==> config.mk <==
export PLATFORM = sky130hd
export DESIGN_NAME = ca_ps_sequencer
export DESIGN_NICKNAME = d
export VERILOG_FILES = /design/src/rtl/rpsc_pkg.sv /design/src/rtl/sec_timer.sv /design/src/rtl/ca_ps_sequencer.sv
export SDC_FILE = /design/constraint.sdc
export NUM_CORES = 1
export LEC_CHECK = 0
export ABC_AREA = 1
export CAP_MARGIN = 20
export CORE_UTILIZATION = 39
export CTS_CLUSTER_SIZE = 10
export DETAILED_ROUTE_END_ITERATION = 10
export PLACE_DENSITY = 0.67
export SETUP_SLACK_MARGIN = 0.4
export SYNTH_ARGS = -nofsm -noshare
export SYNTH_HDL_FRONTEND = slang
export SYNTH_HIERARCHICAL = 1
export SYNTH_SLANG_ARGS = --single-unit
==> constraint.sdc <==
create_clock -name clk -period 2.7 [get_ports clk]
set_input_delay 0.54 -clock clk [delete_from_list [all_inputs] [get_ports clk]]
set_output_delay 0.54 -clock clk [all_outputs]
set_load 0.01 [all_outputs]
==> src/rtl/rpsc_pkg.sv <==
// rpsc_pkg: shared types and constants for the power-supply sequencer cards.
//   seq_state_t        sequencer states
//   trip_cause_t       latched trip causes reported to the operator panel
//   RPSC_TICKS_PER_SEC interlock tick rate
//   max2               integer max, used to size the timers
package rpsc_pkg;

    typedef enum logic [2:0] {
        OFF, FAN_UP, G1_EN, CA_START, RUN, TRIP, COOLDOWN
    } seq_state_t;

    typedef enum logic [3:0] {
        NONE, FAN_TO, PERM_TO, OK_TO, STATUS, I_HIGH, U_LOW, CA_NOK, FAN_LOST
    } trip_cause_t;

    localparam int RPSC_TICKS_PER_SEC = 64;

    function automatic int max2(input int a, input int b);
        return a > b ? a : b;
    endfunction

endpackage

==> src/rtl/sec_timer.sv <==
// sec_timer: loadable down-counter that stops at zero.
//   clk, reset  clock, asynchronous active-low reset (clears the count)
//   load        load value this cycle instead of counting
//   value       load value (duration in ticks minus one)
//   expired     count has reached zero
module sec_timer #(
    parameter int W = 8
) (
    input  logic         clk,
    input  logic         reset,
    input  logic         load,
    input  logic [W-1:0] value,
    output logic         expired
);

    logic [W-1:0] cnt;

    always_ff @(posedge clk or negedge reset)
        if (!reset)
            cnt <= '0;
        else if (load)
            cnt <= value;
        else if (cnt != '0)
            cnt <= cnt - 1'b1;

    assign expired = cnt == '0;

endmodule

==> src/rtl/ca_ps_sequencer.sv <==
// ca_ps_sequencer: CA power-supply start/run/trip/cooldown sequencer in front of card 1.
//   clk, reset                 interlock clock, asynchronous active-low reset
//   start_req/stop_req/ack_req operator panel levels (stop dominates start)
//   fan_running, i55/i47/i74/i75/i70/i77  fan tacho and card-1 feedback
//   o54_FAN_ON, o53_Not_G1_OK, o59_CA_PS_ACT  requests into card 1
//   o_state, o_trip, o_trip_cause, o_running  panel status
module ca_ps_sequencer
    import rpsc_pkg::*;
#(
    parameter int TICKS_PER_SEC = RPSC_TICKS_PER_SEC,
    parameter int FAN_SPIN_S    = 5,
    parameter int PERM_TO_S     = 10,
    parameter int OK_TO_S       = 70,
    parameter int COOL_S        = 30
) (
    input  logic        clk,
    input  logic        reset,
    input  logic        start_req,
    input  logic        stop_req,
    input  logic        ack_req,
    input  logic        fan_running,
    input  logic        i55_Not_Alarm,
    input  logic        i47_CA_ON_PERM_n,
    input  logic        i74_CA_Delay,
    input  logic        i75_Not_CA_OK,
    input  logic        i70_I_CA_High_n,
    input  logic        i77_U_CA_Low_n,
    output logic        o54_FAN_ON,
    output logic        o53_Not_G1_OK,
    output logic        o59_CA_PS_ACT,
    output seq_state_t  o_state,
    output logic        o_trip,
    output trip_cause_t o_trip_cause,
    output logic        o_running
);

    localparam int TMAX = max2(max2(FAN_SPIN_S, PERM_TO_S), max2(OK_TO_S, COOL_S)) * TICKS_PER_SEC;
    localparam int TW   = $clog2(TMAX + 1);

    seq_state_t    state, nxt;
    trip_cause_t   ilk, flt, tmo, tc, cause;
    logic          adv, expired;
    logic [TW-1:0] tval;

    sec_timer #(.W(TW)) u_timer (
        .clk     (clk),
        .reset   (reset),
        .load    (nxt != state),
        .value   (tval),
        .expired (expired)
    );

    always_comb begin
        ilk = !i55_Not_Alarm ? STATUS : !i70_I_CA_High_n ? I_HIGH : !i77_U_CA_Low_n ? U_LOW : NONE;
        flt = NONE;
        tmo = NONE;
        adv = 1'b0;
        // FAN_LOST is not checked in FAN_UP: the fan is still spinning up there,
        // and a missing tacho is reported as FAN_TO when the timer runs out.
        case (state)
            FAN_UP: begin
                flt = ilk;
                tmo = FAN_TO;
                adv = fan_running;
            end
            G1_EN: begin
                flt = ilk != NONE ? ilk : fan_running ? NONE : FAN_LOST;
                tmo = PERM_TO;
                adv = !i47_CA_ON_PERM_n;
            end
            CA_START: begin
                flt = ilk != NONE ? ilk : fan_running ? NONE : FAN_LOST;
                tmo = OK_TO;
                adv = !i75_Not_CA_OK && i74_CA_Delay;
            end
            RUN: flt = ilk != NONE ? ilk : i75_Not_CA_OK ? CA_NOK : fan_running ? NONE : FAN_LOST;
            default: ;
        endcase
        // Feedback arriving in the expiry cycle still counts as in time; a timeout beats stop.
        tc = flt != NONE ? flt : (expired && !adv) ? tmo : NONE;
        nxt = state;
        case (state)
            OFF:      if (start_req && !stop_req && !o_trip) nxt = FAN_UP;
            FAN_UP, G1_EN, CA_START, RUN:
                nxt = tc != NONE ? TRIP : stop_req ? COOLDOWN : adv ? seq_state_t'(state + 3'd1) : state;
            TRIP:     nxt = COOLDOWN;
            COOLDOWN: if (expired) nxt = OFF;
            default:  nxt = OFF;
        endcase
        tval = nxt == FAN_UP   ? TW'(FAN_SPIN_S * TICKS_PER_SEC - 1) :
               nxt == G1_EN    ? TW'(PERM_TO_S * TICKS_PER_SEC - 1) :
               nxt == CA_START ? TW'(OK_TO_S * TICKS_PER_SEC - 1) :
               nxt == COOLDOWN ? TW'(COOL_S * TICKS_PER_SEC - 1) : '0;
    end

    assign o_state = state;

    // Card-1 requests are decoded from the current state, so they follow it by one clk.
    always_ff @(posedge clk or negedge reset)
        if (!reset) begin
            state         <= OFF;
            cause         <= NONE;
            o54_FAN_ON    <= 1'b0;
            o53_Not_G1_OK <= 1'b1;
            o59_CA_PS_ACT <= 1'b0;
            o_running     <= 1'b0;
            o_trip        <= 1'b0;
            o_trip_cause  <= NONE;
        end else begin
            state         <= nxt;
            if (nxt == TRIP) cause <= tc;
            o54_FAN_ON    <= state != OFF;
            o53_Not_G1_OK <= !(state inside {G1_EN, CA_START, RUN});
            o59_CA_PS_ACT <= state inside {CA_START, RUN};
            o_running     <= state == RUN;
            if (state == TRIP) begin
                o_trip <= 1'b1;
                if (o_trip_cause == NONE) o_trip_cause <= cause;
            end else if (state == OFF && ack_req) begin
                o_trip       <= 1'b0;
                o_trip_cause <= NONE;
            end
        end

endmodule
==> reports/results.tsv <==
stage	metric	value	unit
floorplanning	area enclosed by the die boundary	5860	sq um
synth	warning count from the yosys run	6	
route	first-pass iteration count of the detailed router	4	
min_path	min-delay worst type	reg -> reg	
synth	Yosys cell types	34	
min_path	hold wc startpoint	cause[0]	
critical_path	Critical Setup Path Class	reg -> reg	
power	power consumption	4620	uW
final_layout	leading cell types in the layout, fill and taps excluded	nand2_1, buf_4, nand2_2, dfrtp_1, inv_1	
critical_path	most common cell type on the critical path	nand2_2	
clocking	library cell used as clock root buffer	clkbuf_8	
clocking	CTS tree	built	
synth	count of mapped cells out of synthesis	309	
global_route	via count of the first global-routing pass	2012	
final_layout	area growth from synthesis to layout	45.2	%
placed_design	count of buffers inserted at the top-level ports	23	
final_layout	area of all sequential standard cells	729	sq um
critical_path	largest fanout on the critical path	6	
timing	number of pins exceeding their max-slew limit in the final report	0	
timing	number of hold violations in the final report	0	
power	largest voltage drop on the vdd net	0.902	mV
route	DRT antenna net count	0	
timing	min cycle time layout	2.46	ns
critical_path	start point of the critical path	o_state[0]	
floorplanning	IO Count	24	
critical_path	Critical path buffers and inverters	2	
synth	cell area after synthesis	2170	sq um
final_layout	most common cell after layout, fill and taps aside	nand2_1	
clocking	count of hold-fix buffers inserted at cts	0	
power	Leakage	0.00156	uW
synth	Yosys reg bits	29	
final_layout	antenna diode instance count	0	
critical_path	kind of end point of the critical path	register	
power	Power Dens Cells	1470	nW/um^2
floorplanning	width of the die	76.5	um
run_status	outcome	completed	
final_layout	final core area utilization	60.0	%
timing	setup clock skew after layout	0.00344	ns
flow_run	number of violations of the max-capacitance limit	0	
floorplanning	number of placement rows	26	
critical_path	critical path depth	17	
placed_design	post-detailed-placement half-perimeter wirelength	3880	um
global_route	Global Route Usage Sum	18.6	%
route	Total Wirelength	5480	um
global_route	antenna violations before repair	0	
critical_path	Critical Path Max Stage Delay	0.49	ns
clocking	count of H-tree levels built during CTS	2	
critical_path	Critical Path RT	2.87	ns
timing	highest achievable clock rate	406	MHz
global_route	maximum number of pins on one net before global-route repair	30	
global_route	global-route wire length before repair	8750	um
critical_path	start of the worst register-to-register path	o_state[0]	
route	First DRT Iteration DRCs	100	
critical_path	data arrival at the endpoint of the critical path	2.63	ns
route	Vias per Instance	4.83	
floorplanning	placeable core area	5240	sq um
final_layout	share of post-route cells with drive strength above 1	39.1	%
critical_path	cell-by-cell listing of the critical path	ha_4 -> ha_4 -> inv_6 -> nand2_4 -> nand2_2 -> nand3_2 -> nor3_2 -> nand3_1 -> nand2_2 -> nand2_4 -> nand2_2 -> nand2_2 -> nand3_4 -> clkinv_4 -> or2_4 -> nand2_1 -> nor2_1	
placed_design	Placed Area	2690	sq um
timing	final clock period utilization by the worst path	91.2	%
final_layout	Finished Cell Area	3140	sq um
placed_design	final weighted congestion in routability-driven placement	0.839	
critical_path	cell count of the worst reg-to-reg path	17	
final_layout	area of combinational cells with multiple inputs	1500	sq um
floorplanning	die height	76.5	um
clocking	clock latency on the worst-skew pair	0.28	ns
critical_path	Slowest cell on crit path	dfrtp_2	
route	DRC violations left	0	
floorplanning	Starting Density	41.4	%
clocking	clock transition at the registers of the reported paths	0.06	ns
timing	unrepaired setup endpoints after global routing	yes	
route	vias after detailed routing	2177	
synth	share of synthesized area occupied by flip-flops and latches	33.6	%
route	Wirelength per Cell	12.2	um
timing	total setup violations reported at the end of the flow	0	
final_layout	number of fill cells in the layout	453	
clocking	TritonCTS Buffers	5	
clocking	CTS Buffer Depth	2	
global_route	final global-route overflow total	0	
synth	syn_area_per_cell	7.01	sq um
critical_path	Largest delay share family, worst path	simple AND/OR/NAND/NOR gates	
clocking	CTS sink count	29	
min_path	worst hold path stage count	2	
final_layout	Final #Nets	399	
critical_path	crit path launch type	register	
-- path summary, 6_finish.rpt --
| check | slack, ns | endpoint |
|---|---|---|
| min reg2reg | 0.48 | cause[0] |
| min in group asynchronous | 0.63 | o_trip_cause[2] |
| max | 0.24 | u_timer/cnt[8] |
| max in group asynchronous | 1.74 | o53_Not_G1_OK |
| max reg2reg | 0.24 | u_timer/cnt[8] |
| min | 0.48 | cause[0] |
-- power by group --
| group | total [uW] | leakage [uW] | internal [uW] | switching, uW |
|---|---|---|---|---|
| sequential | 814 | 0.000365 | 640 | 174 |
| clock | 344 | 0.0000450 | 178 | 166 |
| combinational | 3470 | 0.00115 | 1540 | 1920 |
-- worst register-to-register path, delay by kind of cell, from the launching register on --
family,cells,cell delay [ns]
and+or+nand+nor,13,1.31
DFF,1,0.49
buffers and inverters,2,0.17
adders and majority gates,2,0.38
-- flip-flops by register name, indices dropped and copies added, names as in the netlist --
name,count
cause,4
o53_Not_G1_OK,1
o54_FAN_ON,1
o59_CA_PS_ACT,1
o_running,1
o_state,3
o_trip,1
o_trip_cause,4
u_timer/cnt,13
-- cell usage after synthesis, drive strengths merged --
master,n,area share [%]
nand2,109,22
inv,41,7.5
nor2,37,8.5
nand3,35,9.9
dfrtp,28,32
o21ai,19,4.6
ha,7,4.0
nand4,7,2.0
a21oi,6,1.6
nand3b,4,1.4
nor3,4,1.4
xor2,3,1.2
buf,2,0.75
a21boi,1,0.87
a31oi,1,0.29
and2,1,0.29
clkbuf,1,0.17
conb,1,0.17
dfstp,1,1.2
or2,1,0.29
-- per-stage QoR --
stage | hold slack, ns | instances | TNS, ns | setup slack [ns]
4_1_cts | 0.485 | 440 | 0 | 0.298
3_3_place_gp | 0.467 | 418 | 0 | 0.00633
3_5_place_dp | 0.466 | 418 | -0.261 | -0.0576
6_report | 0.482 | 451 | 0 | 0.237
2_1_floorplan | 0.244 | 310 | 0 | 0.405
5_1_grt | 0.506 | 451 | 0 | 0.0836
-- per-layer routing --
metal  vias to the layer above  part of all wire [%]  global-route usage (%)
met3                         5                   2.4                    2.99
met2                        37                    51                    33.2
met5                         -                     0                       0
met1                      1016                    46                    22.9
met4                         0                  0.77                    5.96
li1                       1119                     -                       -
-- final cells by class --
class	count	area share [%]
clock inverter	2	0.318
inverter	41	5.61
timing repair buffer	65	17.9
multi-input combinational	237	47.8
sequential	29	23.2
clock buffer	6	2.31
tap	70	2.79
timing repair inverter	1	0.159
-- timing repair --
item / 4_1_cts / 5_1_grt
pin swaps: 14 / 19
endpoints found under the hold margin: 0 / 0
cloned: 0 / 1
resized for setup: 24 / 40
endpoints found under the setup margin: 13 / 17
buffers inserted: 14 / 10
-- kinds of logic after synthesis --
| family | synth area share, % |
|---|---|
| AO/OA/AOI/OAI | 7.28 |
| XOR/XNOR | 1.21 |
| adder cells (fa/ha/maj) | 4.04 |
| buffers and inverters | 8.38 |
| flip-flops | 33.6 |
| other | 0.173 |
| AND/OR/NAND/NOR | 45.3 |
(Power assumes the default switching activity.)
